`src/rtl/logic_pkg.sv`:
```
// Shared definitions for the logic_* stream primitives: target selection
// and the occupancy-counter width helper used by the queue and the stack.
package logic_pkg;

  typedef enum logic [1:0] {
    TARGET_GENERIC,
    TARGET_XILINX,
    TARGET_INTEL
  } target_t;

  // Bits needed to hold the values 0..value inclusive (occupancy counters).
  function automatic int clog2_plus1(input int value);
    return $clog2(value + 1);
  endfunction

endpackage

```
`src/rtl/logic_basic_stack_main.sv`:
```
// LIFO core: storage, occupancy count and rx/tx valid-ready handshake.
// Optional level output under LOGIC_BASIC_STACK_LEVEL_EN.
module logic_basic_stack_main
  import logic_pkg::*;
#(
  parameter target_t TARGET   = TARGET_GENERIC,
  parameter int      CAPACITY = 16,
  parameter int      WIDTH    = 1
) (
  input  logic                              aclk,
  input  logic                              areset_n,
  input  logic                              rx_tvalid,
  input  logic [WIDTH-1:0]                  rx_tdata,
  output logic                              rx_tready,
  input  logic                              tx_tready,
  output logic                              tx_tvalid,
  output logic [WIDTH-1:0]                  tx_tdata
`ifdef LOGIC_BASIC_STACK_LEVEL_EN
  ,
  output logic [clog2_plus1(CAPACITY)-1:0]  level
`endif
);

  localparam int CW    = clog2_plus1(CAPACITY);
  localparam int AW    = $clog2(CAPACITY);
  localparam int DEPTH = 2 ** AW;

  logic [CW-1:0] count;
  logic [CW-1:0] count_next;
  logic [CW-1:0] count_dec;
  logic          ready;
  logic          push;
  logic          pop;
  logic [AW-1:0] top_idx;
  logic [AW-1:0] wr_idx;

  assign push      = rx_tvalid & ready;
  assign pop       = tx_tvalid & tx_tready;
  assign count_dec = count - CW'(1);
  assign top_idx   = count_dec[AW-1:0];
  // Simultaneous push and pop overwrites the current top in place.
  assign wr_idx    = pop ? top_idx : count[AW-1:0];

  assign rx_tready = ready;
  assign tx_tvalid = (count != '0);

  // Next occupancy; a push only lands when ready, a pop only when valid,
  // so the counter can neither wrap nor underflow.
  always_comb begin
    count_next = count;
    unique case ({push, pop})
      2'b10:   count_next = count + CW'(1);
      2'b01:   count_next = count_dec;
      default: count_next = count;
    endcase
  end

  // Occupancy and registered ready; ready depends on count only, so no
  // combinational path exists from tx_tready.
  always_ff @(posedge aclk or negedge areset_n) begin
    if (!areset_n) begin
      count <= '0;
      ready <= 1'b0;
    end else begin
      count <= count_next;
      ready <= (count_next != CW'(CAPACITY));
    end
  end

  generate
    if (TARGET == TARGET_GENERIC) begin : g_reg_store
      logic [WIDTH-1:0] mem [DEPTH];

      // Register storage, never cleared; tx_tdata is don't-care when empty.
      always_ff @(posedge aclk) begin
        if (push) mem[wr_idx] <= rx_tdata;
      end

      assign tx_tdata = mem[top_idx];
    end else begin : g_dist_store
      (* ram_style = "distributed" *)
      logic [WIDTH-1:0] mem [DEPTH];

      // Distributed RAM storage with asynchronous read of the top entry.
      always_ff @(posedge aclk) begin
        if (push) mem[wr_idx] <= rx_tdata;
      end

      assign tx_tdata = mem[top_idx];
    end
  endgenerate

`ifdef LOGIC_BASIC_STACK_LEVEL_EN
  assign level = count;
`endif

endmodule

```
`src/rtl/logic_reset_synchronizer.sv`:
```
// Reset synchronizer: asserts asynchronously, releases synchronously after
// STAGES rising edges of aclk.
module logic_reset_synchronizer #(
  parameter int STAGES = 2
) (
  input  logic aclk,
  input  logic areset_n,
  output logic reset_n
);

  logic [STAGES-1:0] sync;

  // Shift ones in after release; clear the whole chain on assertion.
  always_ff @(posedge aclk or negedge areset_n) begin
    if (!areset_n) begin
      sync <= '0;
    end else begin
      sync <= {sync[STAGES-2:0], 1'b1};
    end
  end

  assign reset_n = sync[STAGES-1];

endmodule

```
`src/rtl/logic_basic_stack.sv`:
```
// LIFO stack top: synchronizes reset release and wraps the core.
// Optional level output under LOGIC_BASIC_STACK_LEVEL_EN.
module logic_basic_stack
  import logic_pkg::*;
#(
  parameter target_t TARGET   = TARGET_GENERIC,
  parameter int      CAPACITY = 16,
  parameter int      WIDTH    = 1
) (
  input  logic                              aclk,
  input  logic                              areset_n,
  input  logic                              rx_tvalid,
  input  logic [WIDTH-1:0]                  rx_tdata,
  output logic                              rx_tready,
  input  logic                              tx_tready,
  output logic                              tx_tvalid,
  output logic [WIDTH-1:0]                  tx_tdata
`ifdef LOGIC_BASIC_STACK_LEVEL_EN
  ,
  output logic [clog2_plus1(CAPACITY)-1:0]  level
`endif
);

  logic reset_n;

  logic_reset_synchronizer #(
    .STAGES(2)
  ) u_reset_sync (
    .aclk    (aclk),
    .areset_n(areset_n),
    .reset_n (reset_n)
  );

  logic_basic_stack_main #(
    .TARGET  (TARGET),
    .CAPACITY(CAPACITY),
    .WIDTH   (WIDTH)
  ) u_main (
    .aclk     (aclk),
    .areset_n (reset_n),
    .rx_tvalid(rx_tvalid),
    .rx_tdata (rx_tdata),
    .rx_tready(rx_tready),
    .tx_tready(tx_tready),
    .tx_tvalid(tx_tvalid),
    .tx_tdata (tx_tdata)
`ifdef LOGIC_BASIC_STACK_LEVEL_EN
    ,
    .level    (level)
`endif
  );

endmodule

```
`config.mk`:
```
export PLATFORM = sky130hd
export DESIGN_NAME = logic_basic_stack
export DESIGN_NICKNAME = d
export VERILOG_FILES = /design/src/rtl/logic_pkg.sv /design/src/rtl/logic_basic_stack_main.sv /design/src/rtl/logic_reset_synchronizer.sv /design/src/rtl/logic_basic_stack.sv
export SDC_FILE = /design/constraint.sdc
export NUM_CORES = 1
export LEC_CHECK = 0
export CAP_MARGIN = 20
export CORE_ASPECT_RATIO = 0.5
export CORE_MARGIN = 3
export CORE_UTILIZATION = 45
export DETAILED_ROUTE_END_ITERATION = 10
export PLACE_DENSITY = 0.65
export SLEW_MARGIN = 20
export SYNTH_ARGS = -nofsm -noshare
export SYNTH_HDL_FRONTEND = slang
export SYNTH_SLANG_ARGS = --single-unit
```
`constraint.sdc`:
```
create_clock -name aclk -period 2.7 [get_ports aclk]
set_clock_uncertainty 0.15 [all_clocks]
set_input_delay 0.54 -clock aclk [delete_from_list [all_inputs] [get_ports aclk]]
set_output_delay 0.54 -clock aclk [all_outputs]
set_load 0.005 [all_outputs]
```
# Yosys cells after proc, flatten, opt, wreduce, memory -nomap -nowiden
# Memory sizes are Yosys's and may differ from the RTL's.
# Cells that the tools add are included.
[word_totals] ff_bits=8 mem_bits_rw=16 out_inout_bits=3 mem_count=1
[op_classes] addsub=2 eq_ne=3 mux=4 bitwise_logic=2 n_reduce_logical=1
[memory_table] name="u_main.g_reg_store.mem" words=16 word_bits=1 read_ports=1 rd_ports_with_merged_regs=0 wr=1 line_no="logic_basic_stack_main.sv:72" source="logic [WIDTH-1:0] mem [DEPTH];"
[ops] cell="$pmux W5 S2" count=1
[ops] cell="$add A5 B1 Y5 const B" count=1
[ops] cell="$ne A5 B5 Y1 const B" count=1
[ops] cell="$reduce_bool A5 Y1" count=1
[ops] cell="$sub A5 B1 Y5 const B" count=1
[ops] cell="$mux W4" count=1
[ops] cell="$and A1 B1 Y1" count=2
[ops] cell="$eq A2 B1 Y1 const B" count=1
[ops] cell="$eq A2 B2 Y1 const B" count=1
[ops] cell="$mux W1" count=2

# Depth between registers and ports, before layout
[logic_depth] depth_word=5 ltp_mapped=15

# Cells and area by module
# A second synthesis with hierarchy kept.
[hier_totals] hier_cells=131 hier_area_um2=1408.9
[by_module_without_submodules] module="logic_basic_stack_main" n_inst=1 cells_each=128 area_per_inst_um2=1355.0
[by_module_without_submodules] module="logic_reset_synchronizer" n_inst=1 cells_each=3 area_per_inst_um2=53.8

# Worst setup path before layout
# Ideal clock, no wire load.
[synth_timing] path_type="flip-flop to flip-flop" start="reg u_main.count[0]" end="reg u_main.ready (netlist: u_main.rx_tready)" t_arrival_ns=3.542 path_slack_ns=-1.131 path_stages_with_launch=15 n_path_buf=5 cell_sequence="dfrtp_1 -> buf_2 -> buf_4 -> inv_1 -> ha_1 -> buf_6 -> or4b_1 -> buf_6 -> and2_4 -> buf_12 -> ha_1 -> or3b_2 -> mux2i_1 -> a221o_2 -> or4b_1"
[synth_via] elab_chain_len=5 elab_cells_between_ends=8
[synth_lines] item="start, declared" line_no="logic_basic_stack_main.sv:28" source="logic [CW-1:0] count;"
[synth_lines] item="start signal, assigned" line_no="logic_basic_stack_main.sv:65" source="count <= count_next;"
[synth_lines] item="$reduce_bool A5 Y1 (*)" line_no="logic_basic_stack_main.sv:45" source="assign tx_tvalid = (count != '0);"
[synth_lines] item="named net tx_tvalid" line_no="logic_basic_stack.sv:16" source="output logic tx_tvalid,"
[synth_lines] item="$and A1 B1 Y1 (*)" line_no="logic_basic_stack_main.sv:38" source="assign pop = tx_tvalid & tx_tready;"
[synth_lines] item="$eq A2 B1 Y1 or $eq A2 B2 Y1 (tied branches)" line_no="logic_basic_stack_main.sv:51" source="unique case ({push, pop})"
[synth_lines] item="$pmux W5 S2 (*)" line_no="logic_basic_stack_main.sv:51"
[synth_lines] item="named net u_main.count_next[4]" line_no="logic_basic_stack_main.sv:29" source="logic [CW-1:0] count_next;"
[synth_lines] item="$ne A5 B5 Y1 (*)" line_no="logic_basic_stack_main.sv:66" source="ready <= (count_next != CW'(CAPACITY));"
[synth_lines] item="end signal, assigned" line_no="logic_basic_stack_main.sv:66"
[synth_lines] item="end, declared" line_no="logic_basic_stack_main.sv:31" source="logic ready;"
# Mark *: on every way through the listed nets, which the timed path passes. The rest lies on a longest branch.

# Worst setup path in the final report
[layout_timing] start="reg u_main.count[0]" end="reg u_main.ready (netlist: u_main.rx_tready)"
[layout_via] elab_chain_len=5 elab_cells_between_ends=8
[layout_lines] item="parallel branches: the longest is 3 deep, another holds $sub A5 B1 Y5"
[layout_lines] item="$pmux W5 S2 (*)" line_no="logic_basic_stack_main.sv:51"
[layout_lines] item="named net u_main.count_next[4]" line_no="logic_basic_stack_main.sv:29"
[layout_lines] item="$ne A5 B5 Y1 (*)" line_no="logic_basic_stack_main.sv:66"
# Mark *: on every way through the listed nets, which the timed path passes.

==> results.sh <==
export IMPL_synth_distinct_cells=42
export IMPL_die_area_mm2=0.00417
export IMPL_max_clock_freq_ghz=0.350
export IMPL_ys_ff_latch=24
export IMPL_synth_net_count=136
export IMPL_worstSetupPathType="reg -> reg"
export IMPL_gr_usage_met3_pct=4.90
export IMPL_ys_warn_count=0
export IMPL_end_kind="flop"
export IMPL_rsz0062_at_grt="yes"
export IMPL_drc_errors=0
export IMPL_setup_viol=3
export IMPL_slew_violations=0
export IMPL_cts_tree="yes"
export IMPL_design_area_mm2=0.00197
export IMPL_r2r_start="u_main.count[0]"
export IMPL_ant_nets=0
export IMPL_htreeDepth=1
export IMPL_fp_dieW_um=88.4
export IMPL_row_count=14
export IMPL_netlist_top_cells_count="edfxtp_1, nor2_1, nor3_1"
export IMPL_syn2layout_area_growth_pct=29.2
export IMPL_clkTransAtPathRegs_ns=0.09
export IMPL_p_leak_nw=0.732
export IMPL_hold_end="u_reset_sync.sync[1]"
export IMPL_maxCapViolCount=0
export IMPL_cp_data_required_time_ns=2.70
export IMPL_clock_latency_ns=0.27
export IMPL_die_h_um=47.2
export IMPL_yosysTopAreaCell="edfxtp_1"
export IMPL_synthFlopType="edfxtp_1"
export IMPL_cts_sinks=24
export IMPL_arrival_ns=2.86
export IMPL_final_nets=171
export IMPL_gr_total_overflow=0
export IMPL_grt_first_pass_wirelength_um=5630
export IMPL_cts_root_buf="clkbuf_8"
export IMPL_cts_buffers=3
export IMPL_gp_congestion=0.847
export IMPL_hold_path_class="reg -> reg"
export IMPL_outcome="finished, violations left"
export IMPL_gr_usage_met1_pct=25.6
export IMPL_grt_busiest_layer="met2"
export IMPL_ir_worst_vdd_mv=0.562
export IMPL_wl_um=3460
export IMPL_core_region_area_mm2=0.00312
export IMPL_synth_top_cell_area_share_pct=31.4
export IMPL_synth_area_mm2=0.00153
export IMPL_placed_area_mm2=0.00186
export IMPL_n_fill_cell=254
export IMPL_hold_path_startpoint="u_reset_sync.sync[0]"
export IMPL_post_route_min_period_ns=2.86
export IMPL_rrSetupSlack_ns=-0.16
export IMPL_worst_r2r_path_depth=9
export IMPL_ys_seq_area_share_pct=44.6
export IMPL_rr_endpoint="u_main.rx_tready"
export IMPL_antenna_found_initial=0
export IMPL_synth_edf_count=16
export IMPL_post_dp_hpwl_um=2640
export IMPL_global_route_usage_met2_pct=30.2
export IMPL_syn_inst=127
export IMPL_drtIter0Drc=59
export IMPL_cts_path_max_buffers=2
export IMPL_antenna_cells=0
export IMPL_grt_max_degree=17
export IMPL_synth_most_common_cell="edfxtp_1"
export IMPL_via_count=1129
export IMPL_drive_gt1_share_pct=44.1
export IMPL_grt_pass1_vias=1070
export IMPL_tightest_slew_ns=0.498
export IMPL_min_path_cells=0
export IMPL_wl_per_cell_um=17.2
export IMPL_initial_core_util_pct=49.0
export IMPL_start_kind="flop"
export IMPL_portBuffers=7
export IMPL_timing_hold_violations_final=0
export IMPL_syn_area_per_cell_um2=12.0
export IMPL_viasPerCell=5.62
export IMPL_slew_headroom_pct=66.7
export IMPL_ioPinCount=8
export IMPL_synth_area_top_cells="edfxtp_1, dfrtp_1, mux4_2"
export IMPL_violations="negative setup slack"
export IMPL_firstDrtPassIters=4
export IMPL_min_period_over_period_pct=106
export IMPL_critPathMaxFanout=7
export IMPL_dp_slack_ns=-0.137
export IMPL_p_per_area_mw_per_mm2=1160
export IMPL_ys_async_sr_fraction_pct=33.3
export IMPL_grt_usage_pct=18.6
export IMPL_setup_slack_ns=-0.156
[worst max-delay path by stage]
stage	from	end	slack (ns)	cells past startpoint
after detailed placement	u_main.count[1]	u_main.rx_tready	-0.14	9
after global placement	u_main.count[1]	u_main.rx_tready	-0.09	9
after floorplan	u_main.count[0]	u_main.rx_tready	-0.74	14
after CTS	u_main.count[0]	u_main.rx_tready	-0.14	9
after global routing	u_main.count[0]	u_main.rx_tready	-0.26	9
final	u_main.count[0]	u_main.rx_tready	-0.16	9
[cells by family after synthesis]
kind of cell / share of synthesized area [%]
AOI/OAI and AO/OA: 18.5
muxes: 10.2
xor gates and xnor gates: 0.573
and+or+nand+nor: 15.8
buffers and inverters: 6.88
other: 0.245
adders and majority gates: 3.28
DFF: 44.6
[per-layer routing]
layer / up-vias / wire, µm
met2: 20 / 1650
li1: 544 / -
met1: 561 / 1630
met5: - / 0
met4: 0 / 34
met3: 4 / 138
[sequential cells by signal, indices dropped and copies added (netlist names)]
register and flops:
u_main.g_reg_store.mem 16, u_main.rx_tready 1, u_main.count 5, u_reset_sync.sync 2
[cells in the final DEF, fill, tap and decap left out, types with 2 or more instances in the layout]
cell | Yosys | routed
a211oi_2 | 4 | 4
a21o_1 | 3 | 3
a31oi_4 | 4 | 4
buf_4 | 1 | 32
clkbuf_8 | 0 | 3
clkdlybuf4s50_1 | 0 | 6
dfrtp_1 | 8 | 8
edfxtp_1 | 16 | 16
ha_4 | 0 | 3
inv_1 | 6 | 4
inv_2 | 1 | 2
mux2i_1 | 2 | 2
mux4_2 | 5 | 5
nand2_1 | 8 | 8
nand3_1 | 4 | 4
nor2_1 | 10 | 10
nor3_1 | 9 | 6
nor3_2 | 0 | 3
o211ai_1 | 2 | 2
o21ai_0 | 5 | 2
o21ai_1 | 0 | 3
or2b_1 | 2 | 2
or3b_2 | 3 | 2
or4b_4 | 0 | 2
[critical path, stage by stage (launching register included)]
cell,delay (ns)
dfrtp_1,0.42
clkinvlp_4,0.10
ha_4,0.13
or4b_4,0.46
and2_4,0.17
ha_4,0.23
or3b_4,0.36
mux2i_1,0.13
a221o_2,0.13
or4b_4,0.44
[timing repair]
item,in CTS,in global routing
gates resized for setup,3,5
buffers inserted,2,1
endpoints found under the setup margin,3,3
pin swaps,3,2
hold buffers,1,0
hold endpoints to repair,6,0
[area by class of cell]
type / count / area (µm²) / area share (%)
flip-flops and latches: 24 / 681 / 34.5
clock buffers: 3 / 41.3 / 2.09
inverters: 7 / 30.0 / 1.52
well taps: 40 / 50.0 / 2.54
multi-input cells: 86 / 826 / 41.9
clock inverters: 1 / 30.0 / 1.52
repair buffers: 40 / 315 / 16.0
[power by group]
group	switching, mW	internal (mW)	leakage, nW	total, mW
registers	0.0353	0.455	0.242	0.491
clock network	0.120	0.198	0.0357	0.319
logic	0.716	0.761	0.453	1.48
total	0.871	1.41	0.732	2.29
[stage by stage]
| stage | std cells | hold WS (ns) | power (mW) | TNS [ns] | utilization (%) |
|---|---|---|---|---|---|
| after CTS | 201 | 0.220 | 2.26 | -0.242 | 63.0 |
| after global routing | 201 | 0.229 | 2.42 | -0.400 | 63.3 |
| after global placement | 194 | -0.0520 | 1.89 | -0.146 | 59.7 |
| after floorplan | 127 | -0.0822 | 1.48 | -2.06 | - |
| final | 201 | 0.213 | 2.29 | -0.178 | 63.3 |
| after detailed placement | 194 | -0.0437 | 1.92 | -0.199 | 59.7 |
No activity file was read; power rests on OpenSTA's default activity.
